[config.mk]
export PLATFORM = sky130hd
export DESIGN_NAME = obstacle_gen
export DESIGN_NICKNAME = d
export VERILOG_FILES = /design/src/rtl/game_pkg.sv /design/src/rtl/col_fifo.sv /design/src/rtl/obstacle_gen.sv
export SDC_FILE = /design/constraint.sdc
export NUM_CORES = 1
export LEC_CHECK = 0
export BUFFER_PORTS_ARGS = -buffer_cell sky130_fd_sc_hd__buf_2
export CORE_UTILIZATION = 40
export CTS_BUF_LIST = sky130_fd_sc_hd__clkbuf_8
export DETAILED_ROUTE_END_ITERATION = 10
export HOLD_SLACK_MARGIN = 0.1
export MAX_ROUTING_LAYER = met4
export PLACE_DENSITY = 0.6
export SETUP_SLACK_MARGIN = 0.4
export SLEW_MARGIN = 20
export SYNTH_ARGS = -nofsm -noshare
export SYNTH_HDL_FRONTEND = slang
export SYNTH_SLANG_ARGS = --single-unit
export TNS_END_PERCENT = 30
[constraint.sdc]
create_clock -name clk -period 4.53 [get_ports clk]
set_input_delay 0.2265 -clock clk [delete_from_list [all_inputs] [get_ports clk]]
set_output_delay 0.2265 -clock clk [all_outputs]
set_load 0.02 [all_outputs]
[src/rtl/game_pkg.sv]
// Purpose: shared widths, LFSR constants and FSM encoding for the obstacle generator.
// Latency: none; declarations plus one pure helper function.
// Backpressure: none.
package game_pkg;

  localparam int HEIGHT_W   = 2;
  localparam int FIFO_DEPTH = 4;
  localparam int FIFO_PTR_W = $clog2(FIFO_DEPTH);
  localparam int FIFO_CNT_W = $clog2(FIFO_DEPTH + 1);
  localparam int COUNT_W    = 14;

  localparam logic [COUNT_W-1:0] COUNT_MAX    = '1;
  localparam logic [15:0]        LFSR_TAPS    = 16'hB400;
  localparam logic [15:0]        DEFAULT_SEED = 16'hACE1;

  typedef enum logic [1:0] {
    ST_IDLE = 2'd0,
    ST_FILL = 2'd1,
    ST_RUN  = 2'd2
  } state_t;

  // One step of a right-shifting Galois LFSR.
  function automatic logic [15:0] lfsr_step(input logic [15:0] v);
    return v[0] ? ((v >> 1) ^ LFSR_TAPS) : (v >> 1);
  endfunction

endpackage

[src/rtl/col_fifo.sv]
// Purpose: 4-entry x 2-bit synchronous column FIFO with flush, full and empty.
// Latency: a push is visible at the head the cycle after it is written.
// Backpressure: pushes while full and pops while empty are ignored; flush wins over both.
module col_fifo
  import game_pkg::*;
(
  input  logic                  i_clk,
  input  logic                  i_resetn,
  input  logic                  i_flush,
  input  logic                  i_push,
  input  logic [HEIGHT_W-1:0]   i_dat,
  input  logic                  i_pop,
  output logic [HEIGHT_W-1:0]   o_dat,
  output logic                  o_full,
  output logic                  o_empty,
  output logic [FIFO_CNT_W-1:0] o_count
);

  logic [HEIGHT_W-1:0]   r_mem [FIFO_DEPTH];
  logic [FIFO_PTR_W-1:0] r_wr_ptr;
  logic [FIFO_PTR_W-1:0] r_rd_ptr;
  logic [FIFO_CNT_W-1:0] r_count;
  logic                  w_push_ok;
  logic                  w_pop_ok;

  assign o_full    = (r_count == FIFO_CNT_W'(FIFO_DEPTH));
  assign o_empty   = (r_count == '0);
  assign o_count   = r_count;
  assign w_push_ok = i_push && !o_full && !i_flush;
  assign w_pop_ok  = i_pop && !o_empty && !i_flush;

  // Head is forced to zero when empty so the output is defined during reset.
  assign o_dat = o_empty ? '0 : r_mem[r_rd_ptr];

  // Storage array: written only on accepted pushes, needs no reset.
  always_ff @(posedge i_clk) begin
    if (w_push_ok) r_mem[r_wr_ptr] <= i_dat;
  end

  // Pointers and occupancy; power-of-two depth lets pointers wrap naturally.
  always_ff @(posedge i_clk or negedge i_resetn) begin
    if (!i_resetn) begin
      r_wr_ptr <= '0;
      r_rd_ptr <= '0;
      r_count  <= '0;
    end else if (i_flush) begin
      r_wr_ptr <= '0;
      r_rd_ptr <= '0;
      r_count  <= '0;
    end else begin
      if (w_push_ok) r_wr_ptr <= r_wr_ptr + FIFO_PTR_W'(1);
      if (w_pop_ok)  r_rd_ptr <= r_rd_ptr + FIFO_PTR_W'(1);
      if (w_push_ok && !w_pop_ok)      r_count <= r_count + FIFO_CNT_W'(1);
      else if (!w_push_ok && w_pop_ok) r_count <= r_count - FIFO_CNT_W'(1);
    end
  end

endmodule

[src/rtl/obstacle_gen.sv]
// Purpose: pseudo-random pipe/gap column generator feeding a 4-deep column FIFO.
// Latency: start in cycle N -> first column valid at N+2, FIFO full and primed at N+5.
// Backpressure: col_ready low holds the head stable; generation pauses while the FIFO is full.
module obstacle_gen
  import game_pkg::*;
#(
  parameter int MIN_GAP = 3,
  parameter int MAX_RUN = 2
) (
  input  logic                clk,
  input  logic                resetn,
  input  logic                start,
  input  logic [15:0]         seed,
  input  logic                col_ready,
  output logic                col_valid,
  output logic [HEIGHT_W-1:0] col_height,
  output logic                primed,
  output logic [COUNT_W-1:0]  col_count
);

  localparam logic [3:0] LP_MIN_GAP = 4'(MIN_GAP);
  localparam logic [1:0] LP_MAX_RUN = 2'(MAX_RUN);

  state_t                r_state;
  state_t                w_state_nxt;
  logic                  w_gen_en;
  logic [15:0]           r_lfsr;
  logic [HEIGHT_W-1:0]   r_last_h;
  logic [1:0]            r_run_cnt;
  logic [3:0]            r_gap_cnt;
  logic [HEIGHT_W-1:0]   w_emit_h;
  logic [1:0]            w_run_nxt;
  logic [3:0]            w_gap_nxt;
  logic [3:0]            w_gap_inc;
  logic                  r_primed;
  logic [COUNT_W-1:0]    r_col_count;
  logic                  w_full;
  logic                  w_empty;
  logic [FIFO_CNT_W-1:0] w_fifo_count;
  logic                  w_push;
  logic                  w_pop;
  logic                  w_will_full;

  // A start cycle flushes everything, so it neither pushes nor pops.
  assign w_push      = w_gen_en && !w_full && !start;
  assign w_pop       = col_valid && col_ready && !start;
  assign w_will_full = w_push && !w_pop && (w_fifo_count == FIFO_CNT_W'(FIFO_DEPTH - 1));
  assign col_valid   = !w_empty;
  assign primed      = r_primed;
  assign col_count   = r_col_count;
  assign w_gap_inc   = (r_gap_cnt == 4'hF) ? 4'hF : r_gap_cnt + 4'd1;

  col_fifo u_col_fifo (
    .i_clk    (clk),
    .i_resetn (resetn),
    .i_flush  (start),
    .i_push   (w_push),
    .i_dat    (w_emit_h),
    .i_pop    (w_pop),
    .o_dat    (col_height),
    .o_full   (w_full),
    .o_empty  (w_empty),
    .o_count  (w_fifo_count)
  );

  // FSM state register.
  always_ff @(posedge clk or negedge resetn) begin
    if (!resetn) r_state <= ST_IDLE;
    else         r_state <= w_state_nxt;
  end

  // FSM next state: start restarts from any state; FILL ends on the push that fills the FIFO.
  always_comb begin
    w_state_nxt = r_state;
    if (start) begin
      w_state_nxt = ST_FILL;
    end else begin
      case (r_state)
        ST_FILL: if (w_will_full) w_state_nxt = ST_RUN;
        default: w_state_nxt = r_state;
      endcase
    end
  end

  // FSM outputs: the generator runs in FILL and RUN only.
  always_comb begin
    w_gen_en = (r_state != ST_IDLE);
  end

  // Pattern rules, highest priority first: extend pipe, close pipe, enforce gap, open pipe, idle.
  always_comb begin
    w_emit_h  = '0;
    w_run_nxt = r_run_cnt;
    w_gap_nxt = r_gap_cnt;
    if ((r_last_h != '0) && (r_run_cnt < LP_MAX_RUN) && r_lfsr[2]) begin
      w_emit_h  = r_last_h;
      w_run_nxt = r_run_cnt + 2'd1;
    end else if (r_last_h != '0) begin
      w_gap_nxt = 4'd1;
      w_run_nxt = '0;
    end else if (r_gap_cnt < LP_MIN_GAP) begin
      w_gap_nxt = w_gap_inc;
    end else if (r_lfsr[1:0] != 2'b00) begin
      w_emit_h  = r_lfsr[1:0];
      w_run_nxt = 2'd1;
      w_gap_nxt = '0;
    end else begin
      w_gap_nxt = w_gap_inc;
    end
  end

  // Generator state: LFSR and pattern counters advance once per pushed column.
  always_ff @(posedge clk or negedge resetn) begin
    if (!resetn) begin
      r_lfsr    <= DEFAULT_SEED;
      r_last_h  <= '0;
      r_run_cnt <= '0;
      r_gap_cnt <= '0;
    end else if (start) begin
      r_lfsr    <= (seed == 16'h0000) ? DEFAULT_SEED : seed;
      r_last_h  <= '0;
      r_run_cnt <= '0;
      r_gap_cnt <= '0;
    end else if (w_push) begin
      r_lfsr    <= lfsr_step(r_lfsr);
      r_last_h  <= w_emit_h;
      r_run_cnt <= w_run_nxt;
      r_gap_cnt <= w_gap_nxt;
    end
  end

  // Primed flag and saturating accepted-column counter, both cleared by start.
  always_ff @(posedge clk or negedge resetn) begin
    if (!resetn) begin
      r_primed    <= 1'b0;
      r_col_count <= '0;
    end else if (start) begin
      r_primed    <= 1'b0;
      r_col_count <= '0;
    end else begin
      if (w_will_full) r_primed <= 1'b1;
      if (w_pop && (r_col_count != COUNT_MAX)) r_col_count <= r_col_count + COUNT_W'(1);
    end
  end

endmodule

# After elaboration in Yosys (flattened, before gate mapping)
# Memory sizes are Yosys's and may differ from the RTL's.
# Index checks and enable logic that the tools add are counted.
# word_totals
reg_bits	48
output_inout_bits	18
wordCells	105
inputBits	20
mem_count	1
ram_bits	8
# op_classes
bitwise_logic	1
eq_ne	7
add_sub_neg	7
n_reduce_logical	37
mux	40
n_lt_le_gt_ge	2
# memory_table
name	words	width	rd	rd_ports_with_merged_regs	write_ports	line_no	source
u_col_fifo.r_mem	4	2	1	0	1	col_fifo.sv:19	logic [HEIGHT_W-1:0] r_mem [FIFO_DEPTH];
# op_table
cell	n
$mux 16	4
$mux 2	20
$mux 14	2
$mux 4	7
$reduce_bool 2->1	9
$logic_not 16->1	1
$logic_and 1x1->1	15
$add 14x1->14 const B	1
$ne 14x14->1 const B	1
$mux 3	3
$add 2x1->2 const B	3
$logic_not 1->1	6
$add 4x1->4 const B	1
$eq 4x4->1 const B	1
$lt 4x2->1 const B	1
$mux 1	4
$ne 4x4->1 const B	1
$not 3->4	1
$reduce_and 2->1	2
$reduce_bool 4->1	1
$add 3x1->3 const B	1
$eq 3x2->1 const B	1
$eq 3x3->1 const B	1
$logic_not 3->1	1
other kinds (6)	6

# Longest topological paths before layout
# Gate-level depths: netlist (run 1).
# logic_depth
word_depth	11
mapped_depth	11
depth_no_buf	7

# By module
# From an unflattened synthesis (run 1), not the netlist that was laid out.
# unflattened
cells_unflattened	304
area_unflattened_um2	2970.3
# modules_own_cells
module	seq_area_each_um2	area_per_inst_um2	cells_each	instances
obstacle_gen	1036.0	2198.4	243	1
col_fifo	415.4	772.0	61	1

# Worst setup path before layout (run 1)
# Ideal clock, no wire load.
# synth_path
kind	flip-flop to flip-flop
from	register u_col_fifo.r_count[0], in the netlist u_col_fifo.o_count[0]
to	register u_col_fifo.r_count[2], in the netlist u_col_fifo.o_count[2]
path_buffers	4
required_ps	4405
period_less_slack_ps	2499
path_stages_with_launch	11
arrival_time_ps	2374
slack_ps	2031
setup_time_ps	125
path_cell_list	dfrtp_1 -> buf_2 -> nor3b_2 -> or2_1 -> buf_4 -> buf_12 -> buf_8 -> nor3_1 -> fa_1 -> o31ai_2 -> mux2_4
# synth_between
elab_chain_len	10
elab_cells_between_ends	22
classes_between	add/sub (2); eq/ne (1); mux (3); reduce/logical (16)
# synth_lines
item	line_no	source
start, declared	col_fifo.sv:22	logic [FIFO_CNT_W-1:0] r_count;
start signal, assigned	col_fifo.sv:53	if (w_push_ok && !w_pop_ok) r_count <= r_count + FIFO_CNT_W'(1);
start signal, assigned	col_fifo.sv:54	else if (!w_push_ok && w_pop_ok) r_count <= r_count - FIFO_CNT_W'(1);
$logic_not 3->1	col_fifo.sv:27	assign o_empty = (r_count == '0);
$logic_not 1->1	col_fifo.sv:30, obstacle_gen.sv:48	
$logic_and 1x1->1 (2 in a row)	obstacle_gen.sv:46	assign w_pop = col_valid && col_ready && !start;
$logic_and 1x1->1 (2 in a row)	col_fifo.sv:30	assign w_pop_ok = i_pop && !o_empty && !i_flush;
$logic_not 1->1	col_fifo.sv:53	
$logic_and 1x1->1	col_fifo.sv:53	
$mux 3	col_fifo.sv:53	
$mux 3	col_fifo.sv:46	end else if (i_flush) begin
# Parallel ways exist; a longest one is shown, timed or not. The select of a mux whose other input is x is not followed.
# A chain may end at the register's enable or synchronous reset.

# Worst setup path in the final report (run 1)
# layout_path
from	register u_col_fifo.r_count[2], in the netlist u_col_fifo.o_count[2]
to	register u_col_fifo.r_count[2], in the netlist u_col_fifo.o_count[2]
# The elaborated chain is that of the path after synthesis.

==> flow_metrics.py, run 1 <==
metrics = {
    "synthesis": {
        "syn-cell-area_sq_um": 3060,
        "synth-seq-area-share": 0.474,
        "ys_warn_count": 0,
        "synthArstFlopShare": 0.857,
        "synth_area_per_cell_sq_um": 10.5,
        "netlist-cell-type-count": 63,
        "syn_nets": 319,
        "synth_edf_count": 8,
        "prevailing_post_synth_register_cell": "dfrtp_1",
        "synthCells": 292,
        "synth-seq-cells": 56,
    },
    "grt": {
        "grt_pass1_wl_um": 10300,
        "gr-usage-all-layers": 0.172,
        "grt_antenna_before_repair": 0,
        "grt_max_degree": 51,
        "grt_pass1_vias": 2105,
        "grt.overflow.total": 0,
    },
    "sta": {
        "fin_crit_sh": 0.517,
        "timing.setup.tns_ns": 0,
        "rsz_0062_raised_after_global_routing": "no",
        "period_needed_ns": 2.34,
        "timing.fmax_mhz": 427,
        "finClkSkew_ns": 0.00371,
        "slew_viol_final": 0,
        "maxSlewHeadroom": 0.574,
        "setup_viol": 0,
        "final-hold-violation-count": 0,
        "final.hold.worst_slack_ns": 0.141,
        "worst_slew_pin_tran_ns": 0.633,
    },
    "worst_setup_path": {
        "cp_data_required_time_ns": 4.73,
        "crit_path_end_kind": "flip-flop",
        "reg2regPathDepth": 6,
        "regToRegEndpoint": "u_col_fifo.o_count[2]",
        "critical_path.max_fanout": 8,
        "worst_r2r_startpoint": "u_col_fifo.o_count[2]",
        "critPathKind": "reg2reg",
        "startpoint_type": "flip-flop",
        "r2r_slack_ns": 2.19,
        "cp.arrival_ns": 2.54,
    },
    "routing": {
        "antenna_violating_nets_post_route": 0,
        "wl_per_cell_um": 14.2,
        "detailroute.via_count": 2270,
        "route.detailed.drc": 0,
        "detail_route.first_pass.iterations": 4,
        "drtIter0Drc": 139,
        "route.detailed.vias_per_inst": 5.37,
        "routed_wirelength_um": 6010,
    },
    "power": {
        "cellLeakagePower_uw": 0.00148,
        "irDropWorstVdd_v": 0.000201,
        "pwr_density_cell_nw_per_um2": 493,
    },
    "finish": {
        "layout-drive-gt1-share": 0.238,
        "layout_common_cells": "40 x dfrtp_1, 36 x buf_2, 25 x nor2_1",
        "n_antenna_cell": 0,
        "fill_cells": 693,
        "finalNetCount": 350,
        "area_growth_pct": 13.0,
        "final-seq-area_sq_um": 1450,
        "multi_input_comb_area_sq_um": 1480,
        "finalInstanceArea_sq_um": 3460,
        "layout_commonest_cell": "dfrtp_1",
    },
    "floorplanning": {
        "io_pins": 38,
        "floorplan.die.height_um": 89.5,
        "die_w_um": 89.5,
        "die_area_sq_um": 8010,
        "initial_utilization": 0.418,
        "num_rows": 31,
        "core-area_sq_um": 7330,
    },
    "cts": {
        "clkSinkCount": 56,
        "register_clock_pin_slew_on_the_reported_worst_setup_and_hold_paths_ns": 0.10,
        "worst_skew_pair.late_latency_ns": 0.31,
        "clk_root_buf": "clkbuf_8",
        "clockBufferDepth": 2,
        "cts.repair.resized": 0,
        "cts_made_buffers": 5,
        "cts_tree": "built",
        "clock_tree.htree_level_count": 2,
    },
    "flow_run": {
        "timing.max_cap.violations": 0,
    },
    "place": {
        "hpwlAfterDp_um": 4220,
        "port_buffers": 37,
        "placement.cell_area_sq_um": 3290,
        "rd_place_congestion": 0.761,
    },
    "outcome": {
        "status": "completed",
    },
    "hold_path": {
        "timing.hold.worst_endpoint": "r_lfsr[14]",
        "worstHoldPathType": "in2reg",
        "worst_hold_startpoint": "seed[14]",
        "worstHoldPathCells": 3,
    },
}
-- logic make-up (layout without fill, tap and decap cells) --
group                      Yosys count  count (layout)  share of synthesized area
and+or+nand+nor                    105             105                      0.192
buffers and inverters               26              58                     0.0437
muxes                               26              26                      0.100
AOI/OAI and AO/OA                   65              65                      0.140
adders and majority gates            7               7                     0.0310
DFF                                 56              56                      0.474
xor gates and xnor gates             7               7                     0.0200
-- sequential cells by signal, indices dropped and copies added (netlist names) --
name	flops
r_state	2
u_col_fifo.r_wr_ptr	2
col_count	14
r_last_h	2
primed	1
u_col_fifo.r_mem	8
u_col_fifo.o_count	3
r_gap_cnt	4
r_run_cnt	2
u_col_fifo.r_rd_ptr	2
r_lfsr	16
-- worst max-delay path by stage --
stage | start | endpoint | slack (ns) | cells after the start
after global routing | u_col_fifo.o_count[2] | u_col_fifo.o_count[2] | 2.03 | 6
after detailed placement | u_col_fifo.o_count[2] | u_col_fifo.o_count[2] | 2.21 | 6
after global placement | u_col_fifo.o_count[1] | u_col_fifo.o_count[2] | 2.29 | 6
after CTS | u_col_fifo.o_count[2] | u_col_fifo.o_count[2] | 2.19 | 6
after floorplan | u_col_fifo.o_count[0] | u_col_fifo.o_count[2] | 2.03 | 10
final | u_col_fifo.o_count[2] | u_col_fifo.o_count[2] | 2.19 | 6
-- where the power goes --
part	internal [uW]	total [uW]	switching [uW]
clock network	276	442	166
registers	618	704	85.7
logic	260	560	299
-- synth_stat cells, types with 2 or more instances --
| cell | count | area (sq um) |
|---|---|---|
| mux2i_1 | 10 | 100 |
| nor3b_2 | 2 | 25.0 |
| buf_2 | 3 | 15.0 |
| nand3_1 | 8 | 40.0 |
| clkbuf_1 | 9 | 33.8 |
| mux4_2 | 2 | 45.0 |
| or3_1 | 4 | 25.0 |
| nor3_1 | 7 | 35.0 |
| dfstp_2 | 8 | 210 |
| dfrtp_1 | 40 | 1000 |
| o22a_1 | 9 | 78.8 |
| nor2b_1 | 6 | 37.5 |
| and2_1 | 8 | 50.1 |
| edfxtp_1 | 8 | 240 |
| and3_1 | 2 | 12.5 |
| nand2_1 | 15 | 56.3 |
| and4_1 | 2 | 17.5 |
| xnor2_1 | 6 | 52.6 |
| or2_1 | 2 | 12.5 |
| nor2_1 | 25 | 93.8 |
| a211oi_1 | 2 | 15.0 |
| ha_1 | 6 | 75.1 |
| a21oi_1 | 11 | 55.1 |
| nand4_1 | 5 | 31.3 |
| o211ai_1 | 2 | 15.0 |
| inv_1 | 10 | 37.5 |
| nand2b_1 | 3 | 18.8 |
| mux2_2 | 9 | 101 |
| mux2_1 | 4 | 45.0 |
| o31ai_2 | 2 | 25.0 |
| o21ai_0 | 17 | 85.1 |
| a22oi_1 | 2 | 15.0 |
| nor4_1 | 6 | 37.5 |
| o21ai_1 | 7 | 35.0 |
| a22o_1 | 2 | 17.5 |
-- through the flow --
stage | util | cells | worst slack (ns) | power, uW
after floorplan | - | 292 | 2.03 | 1170
after global placement | 0.449 | 414 | 2.29 | 1260
after detailed placement | 0.449 | 414 | 2.21 | 1280
after CTS | 0.471 | 422 | 2.19 | 1730
after global routing | 0.472 | 423 | 2.03 | 1830
final | 0.472 | 423 | 2.19 | 1710
-- critical path: stages, from the launching register on --
cell     delay (ns)
dfrtp_1        0.46
nor3b_2        0.48
or2_1          0.20
nor3_1         0.07
fa_1           0.42
o31ai_2        0.29
mux2_4         0.32
-- repair_timing --
| item | CTS | global route |
|---|---|---|
| endpoints found under the hold margin | 0 | 40 |
| setup buffers | 0 | 0 |
| hold buffers | 0 | 1 |
| setup endpoints to repair | 0 | 0 |
-- routing by layer --
| layer | part of all wire | up-vias | track usage | wire length (um) |
|---|---|---|---|---|
| met5 | 0 | - | - | 0 |
| met1 | 0.51 | 1080 | 0.242 | 3050 |
| li1 | - | 1128 | - | - |
| met3 | 0.038 | 7 | 0.0277 | 227 |
| met4 | 0.0098 | 0 | 0.0390 | 59 |
| met2 | 0.44 | 55 | 0.260 | 2680 |
-- final cells by class --
class / count / share of cell area
Tap cell: 99 / 0.0358
Sequential cell: 56 / 0.419
Clock buffer: 5 / 0.0199
Multi-Input combinational cell: 210 / 0.427
Inverter: 10 / 0.0108
Timing Repair Buffer: 40 / 0.0614
Clock inverter: 3 / 0.0260
Power figures use the tool's default switching activity.
==> run 2: changes to the inputs <==
PLACE_DENSITY = 0.62   (was 0.6)
clock period = 2 ns   (was 4.53 ns; I/O delays follow)
==> run 2 against run 1 <==
Final area increased by 16%. Critical path depth unchanged. Sequential power increased by 130%. Sequential share of layout area decreased by 5.6 points. Utilization increased by 7.5 points. Largest cell class unchanged.
==> flow_metrics.py, run 2 (synthesized netlist as in run 1, its figures left out) <==
metrics = {
    "place": {
        "rd_place_congestion": 0.776,
        "hpwlAfterDp_um": 4430,
        "port_buffers": 37,
    },
    "finish": {
        "layout_common_cells": "36 x buf_2, 35 x dfrtp_1, 30 x buf_4",
        "finalCoreUtilization": 0.548,
        "area_growth_pct": 31.1,
        "layout_commonest_cell": "buf_2",
        "finalNetCount": 398,
        "largest_register": "r_lfsr",
        "largest_reg_flops": 16,
        "n_antenna_cell": 0,
        "final-seq-area_sq_um": 1460,
        "fill_cells": 641,
        "layout-drive-gt1-share": 0.360,
        "multi_input_comb_area_sq_um": 1680,
    },
    "sta": {
        "finClkSkew_ns": 0.00444,
        "setup_viol": 0,
        "fin_crit_sh": 0.962,
        "rsz_0062_raised_after_global_routing": "yes",
        "final.hold.worst_slack_ns": 0.138,
        "period_needed_ns": 1.92,
        "timing.fmax_mhz": 520,
        "maxSlewHeadroom": 0.578,
        "slew_viol_final": 0,
        "worst_slew_pin_tran_ns": 0.634,
        "final-hold-violation-count": 0,
    },
    "worst_setup_path": {
        "startpoint_type": "flip-flop",
        "critPathKind": "reg2reg",
        "crit_path_end_kind": "flip-flop",
        "cp_data_required_time_ns": 2.20,
        "cp.arrival_ns": 2.13,
        "critical_path.max_fanout": 4,
    },
    "routing": {
        "antenna_violating_nets_post_route": 0,
        "detail_route.first_pass.iterations": 4,
        "route.detailed.vias_per_inst": 5.20,
        "drtIter0Drc": 126,
        "wl_per_cell_um": 14.5,
        "detailroute.via_count": 2450,
        "routed_wirelength_um": 6840,
        "route.detailed.drc": 0,
    },
    "flow_run": {
        "timing.max_cap.violations": 0,
    },
    "cts": {
        "clk_root_buf": "clkbuf_8",
        "register_clock_pin_slew_on_the_reported_worst_setup_and_hold_paths_ns": 0.10,
        "cts_tree": "built",
        "worst_skew_pair.late_latency_ns": 0.31,
        "clock_tree.htree_level_count": 2,
        "cts_made_buffers": 5,
        "clkSinkCount": 56,
        "clockBufferDepth": 2,
    },
    "floorplanning": {
        "num_rows": 31,
        "die_w_um": 89.5,
        "io_pins": 38,
        "die_area_sq_um": 8010,
        "core-area_sq_um": 7330,
        "initial_utilization": 0.418,
        "floorplan.die.height_um": 89.5,
    },
    "grt": {
        "grt_antenna_before_repair": 0,
        "gr-usage-all-layers": 0.189,
        "grt_max_degree": 49,
        "grt.overflow.total": 0,
        "grt_pass1_vias": 2389,
        "grt_pass1_wl_um": 11300,
    },
    "hold_path": {
        "worstHoldPathType": "in2reg",
    },
    "power": {
        "p_total_uw": 4040,
        "cellLeakagePower_uw": 0.00174,
        "pwr_density_cell_nw_per_um2": 1010,
        "irDropWorstVdd_v": 0.000562,
    },
    "outcome": {
        "status": "completed",
    },
}
==> run 2: final cells by class <==
type | instances | share of cell area
Sequential cell | 56 | 0.363
Multi-Input combinational cell | 210 | 0.417
Clock buffer | 5 | 0.0171
Inverter | 10 | 0.00935
Tap cell | 99 | 0.0308
Clock inverter | 3 | 0.00312
Timing Repair Buffer | 88 | 0.160
==> run 2: path summary, 6_finish.rpt <==
path                                  startpoint                      to  slack, ns  cells after the start
min reg2reg                               primed                  primed       0.53                      2
min in group asynchronous                 resetn  u_col_fifo.r_wr_ptr[0]       0.42                      3
min                                        start  u_col_fifo.r_wr_ptr[0]       0.14                      2
max                        u_col_fifo.o_count[1]           col_count[10]       0.08                      6
max reg2reg                u_col_fifo.o_count[1]           col_count[10]       0.08                      6
max in group asynchronous                 resetn            col_count[0]       1.12                      3
==> run 2: power breakdown <==
| part | switching (uW) | internal [uW] | total [uW] |
|---|---|---|---|
| clock network | 367 | 237 | 604 |
| registers | 200 | 1410 | 1610 |
| logic | 836 | 988 | 1820 |
==> run 2: metal layers <==
layer,track usage,vias to the layer above,routed length (um)
met5,-,-,0
met3,0.0305,5,136
met2,0.310,35,3400
li1,-,1225,-
met4,0.0433,0,45
met1,0.248,1185,3260
==> run 2: what timing repair did <==
| item | 4_1_cts | 5_1_grt |
|---|---|---|
| resized for setup | 11 | 34 |
| setup buffers | 10 | 5 |
| hold buffers | 17 | 0 |
| pin swaps | 5 | 16 |
| endpoints found under the setup margin | 39 | 41 |
| hold endpoints to repair | 56 | 0 |
==> run 2: critical path: stages (launching register included) <==
cell,delay [ns]
dfrtp_2,0.43
buf_4,0.13
buf_6,0.09
o31ai_4,0.08
or4b_4,0.55
nor3b_2,0.21
mux2_1,0.33
==> run 2: stage by stage <==
| stage | setup WS (ns) | cells | TNS [ns] | cell area, sq um |
|---|---|---|---|---|
| 5_1_grt | -0.0266 | 471 | -0.0266 | 4020 |
| 4_1_cts | 0.0722 | 466 | 0 | 3820 |
| 3_3_place_gp | 0.118 | 431 | 0 | 3450 |
| 3_5_place_dp | 0.0419 | 431 | 0 | 3450 |
| 2_1_floorplan | -0.331 | 292 | -0.589 | 3110 |
| 6_report | 0.0770 | 471 | 0 | 4020 |
==> run 3: changes to the inputs <==
CORE_ASPECT_RATIO = 2   (was default)
==> run 3 against run 2 <==
Highest routed layer unchanged. Via count is 2.9% higher. Clock skew is 0.00075 ns higher. Cell count is 0.21% lower. Fmax is 1.5% higher. Count of clock-buffer cells in the layout stayed put. Sequential power is essentially flat. Die area rose by 0.26%. Routed wire length up 8.8%. Critical path type unchanged. Hold slack gained 0.11 ns.
==> flow_metrics.py, run 3 (synthesized netlist as in run 1, its figures left out) <==
metrics = {
    "outcome": {
        "status": "completed",
    },
    "power": {
        "part_of_the_power_in_registers": 0.395,
        "power.clock.fraction": 0.152,
        "cellLeakagePower_uw": 0.00172,
        "comb_power_share": 0.453,
        "swShare": 0.350,
        "pwr_density_cell_nw_per_um2": 1010,
        "switching_power_uw": 1400,
        "cell_internal_pwr_uw": 2600,
        "irDropWorstVdd_v": 0.000595,
    },
    "finish": {
        "fill_cells": 675,
        "largest_reg_flops": 16,
        "largest_register": "r_lfsr",
        "layout_common_cells": "37 x buf_2, 35 x buf_4, 28 x dfrtp_1",
        "layout_commonest_cell": "buf_2",
        "n_antenna_cell": 0,
        "finalNetCount": 404,
        "layout-drive-gt1-share": 0.370,
        "area_growth_pct": 29.9,
    },
    "routing": {
        "antenna_violating_nets_post_route": 0,
        "drtIter0Drc": 94,
        "route.detailed.drc": 0,
        "route.detailed.vias_per_inst": 5.37,
        "wl_per_cell_um": 15.8,
        "detailroute.via_count": 2522,
        "routed_wirelength_um": 7440,
        "detail_route.first_pass.iterations": 4,
    },
    "cts": {
        "worst_skew_pair.late_latency_ns": 0.31,
        "clock_tree.htree_level_count": 2,
        "clockBufferDepth": 2,
        "register_clock_pin_slew_on_the_reported_worst_setup_and_hold_paths_ns": 0.10,
        "cts_made_buffers": 5,
        "cts_tree": "built",
        "clkSinkCount": 56,
        "clk_root_buf": "clkbuf_8",
    },
    "place": {
        "rd_place_congestion": 0.829,
        "hpwlAfterDp_um": 5170,
        "port_buffers": 37,
    },
    "hold_path": {
        "timing.hold.worst_endpoint": "u_col_fifo.r_rd_ptr[0]",
        "worst_hold_startpoint": "start",
        "worstHoldPathCells": 3,
        "worstHoldPathType": "in2reg",
    },
    "floorplanning": {
        "die_area_sq_um": 8040,
        "initial_utilization": 0.418,
        "num_rows": 44,
        "die_w_um": 63.9,
        "io_pins": 38,
        "floorplan.die.height_um": 126,
        "core-area_sq_um": 7320,
    },
    "grt": {
        "grt_max_degree": 38,
        "grt_pass1_wl_um": 12300,
        "grt.overflow.total": 0,
        "grt_pass1_vias": 2600,
        "gr-usage-all-layers": 0.203,
        "grt_antenna_before_repair": 0,
    },
    "sta": {
        "maxSlewHeadroom": 0.565,
        "period_needed_ns": 1.90,
        "final.hold.worst_slack_ns": 0.249,
        "timing.fmax_mhz": 528,
        "rsz_0062_raised_after_global_routing": "yes",
        "final-hold-violation-count": 0,
        "timing.setup.tns_ns": 0,
        "slew_viol_final": 0,
        "finClkSkew_ns": 0.00519,
        "setup_viol": 0,
        "fin_crit_sh": 0.948,
        "worst_slew_pin_tran_ns": 0.653,
    },
    "worst_setup_path": {
        "startpoint_type": "flip-flop",
        "cp_data_required_time_ns": 2.21,
        "cp.arrival_ns": 2.10,
        "critPathKind": "reg2reg",
        "reg2regPathDepth": 6,
        "worst_r2r_startpoint": "u_col_fifo.o_count[1]",
        "critical_path.max_fanout": 4,
        "r2r_slack_ns": 0.10,
        "regToRegEndpoint": "u_col_fifo.o_count[2]",
        "crit_path_end_kind": "flip-flop",
    },
    "flow_run": {
        "timing.max_cap.violations": 0,
    },
}
-- run 3: power by group through the flow --
stage / Combinational (uW) / Sequential [uW] / Clock (uW)
floorplan: 1140 / 1570 / 0
global placement: 1420 / 1610 / 0
detailed placement: 1460 / 1620 / 0
CTS: 1660 / 1580 / 628
global route: 1990 / 1620 / 663
finish: 1820 / 1580 / 608
-- run 3: worst max-delay path by stage --
| stage | endpoint | depth (start not counted) | from | slack, ns |
|---|---|---|---|---|
| after CTS | u_col_fifo.o_count[2] | 6 | u_col_fifo.o_count[1] | 0.10 |
| after global placement | u_col_fifo.o_count[2] | 6 | u_col_fifo.o_count[1] | 0.12 |
| after detailed placement | u_col_fifo.o_count[2] | 6 | u_col_fifo.o_count[1] | 0.07 |
| final | u_col_fifo.o_count[2] | 6 | u_col_fifo.o_count[1] | 0.10 |
| after global routing | u_col_fifo.o_count[2] | 6 | u_col_fifo.o_count[1] | 0.03 |
| after floorplan | u_col_fifo.o_count[2] | 10 | u_col_fifo.o_count[0] | -0.33 |
-- run 3: layout make-up --
type / count / area, sq um / share of cell area
clock buffers: 5 / 68.8 / 0.0173
repair buffers: 94 / 674 / 0.169
inverters: 10 / 37.5 / 0.00943
well taps: 92 / 115 / 0.0289
flip-flops and latches: 56 / 1470 / 0.368
multi-input cells: 210 / 1600 / 0.403
clock inverters: 3 / 13.8 / 0.00346
-- run 3: what timing repair did --
action | CTS | global route
setup endpoints to repair | 31 | 53
hold buffers | 17 | 0
gates resized for setup | 16 | 18
hold endpoints to repair | 34 | 0
pin swaps | 9 | 5
cloned | 0 | 1
setup buffers | 11 | 9
-- run 3: per-layer routing --
metal  global-route usage  wire, um  up-vias
met2                0.389      4360       49
met1                0.202      2720     1230
met5                    -         0        -
met4               0.0735       195        0
met3               0.0226       164       13
li1                     -         -     1230
-- run 3: through the flow --
| step | area (sq um) | total power, uW | setup slack [ns] | util | instances |
|---|---|---|---|---|---|
| 6_report | 3980 | 4010 | 0.105 | 0.544 | 470 |
| 5_1_grt | 3980 | 4270 | 0.0328 | 0.544 | 470 |
| 4_1_cts | 3840 | 3870 | 0.101 | 0.524 | 460 |
| 3_5_place_dp | 3450 | 3080 | 0.0667 | 0.471 | 424 |
| 3_3_place_gp | 3450 | 3030 | 0.116 | 0.471 | 424 |
| 2_1_floorplan | 3110 | 2710 | -0.331 | - | 292 |
-- run 3: worst max-delay path, stage by stage (launching register included) --
cell	delay, ns
dfrtp_2	0.46
nor3b_4	0.22
or2_4	0.16
nor3_4	0.04
fa_2	0.35
o31ai_2	0.25
mux2_4	0.32
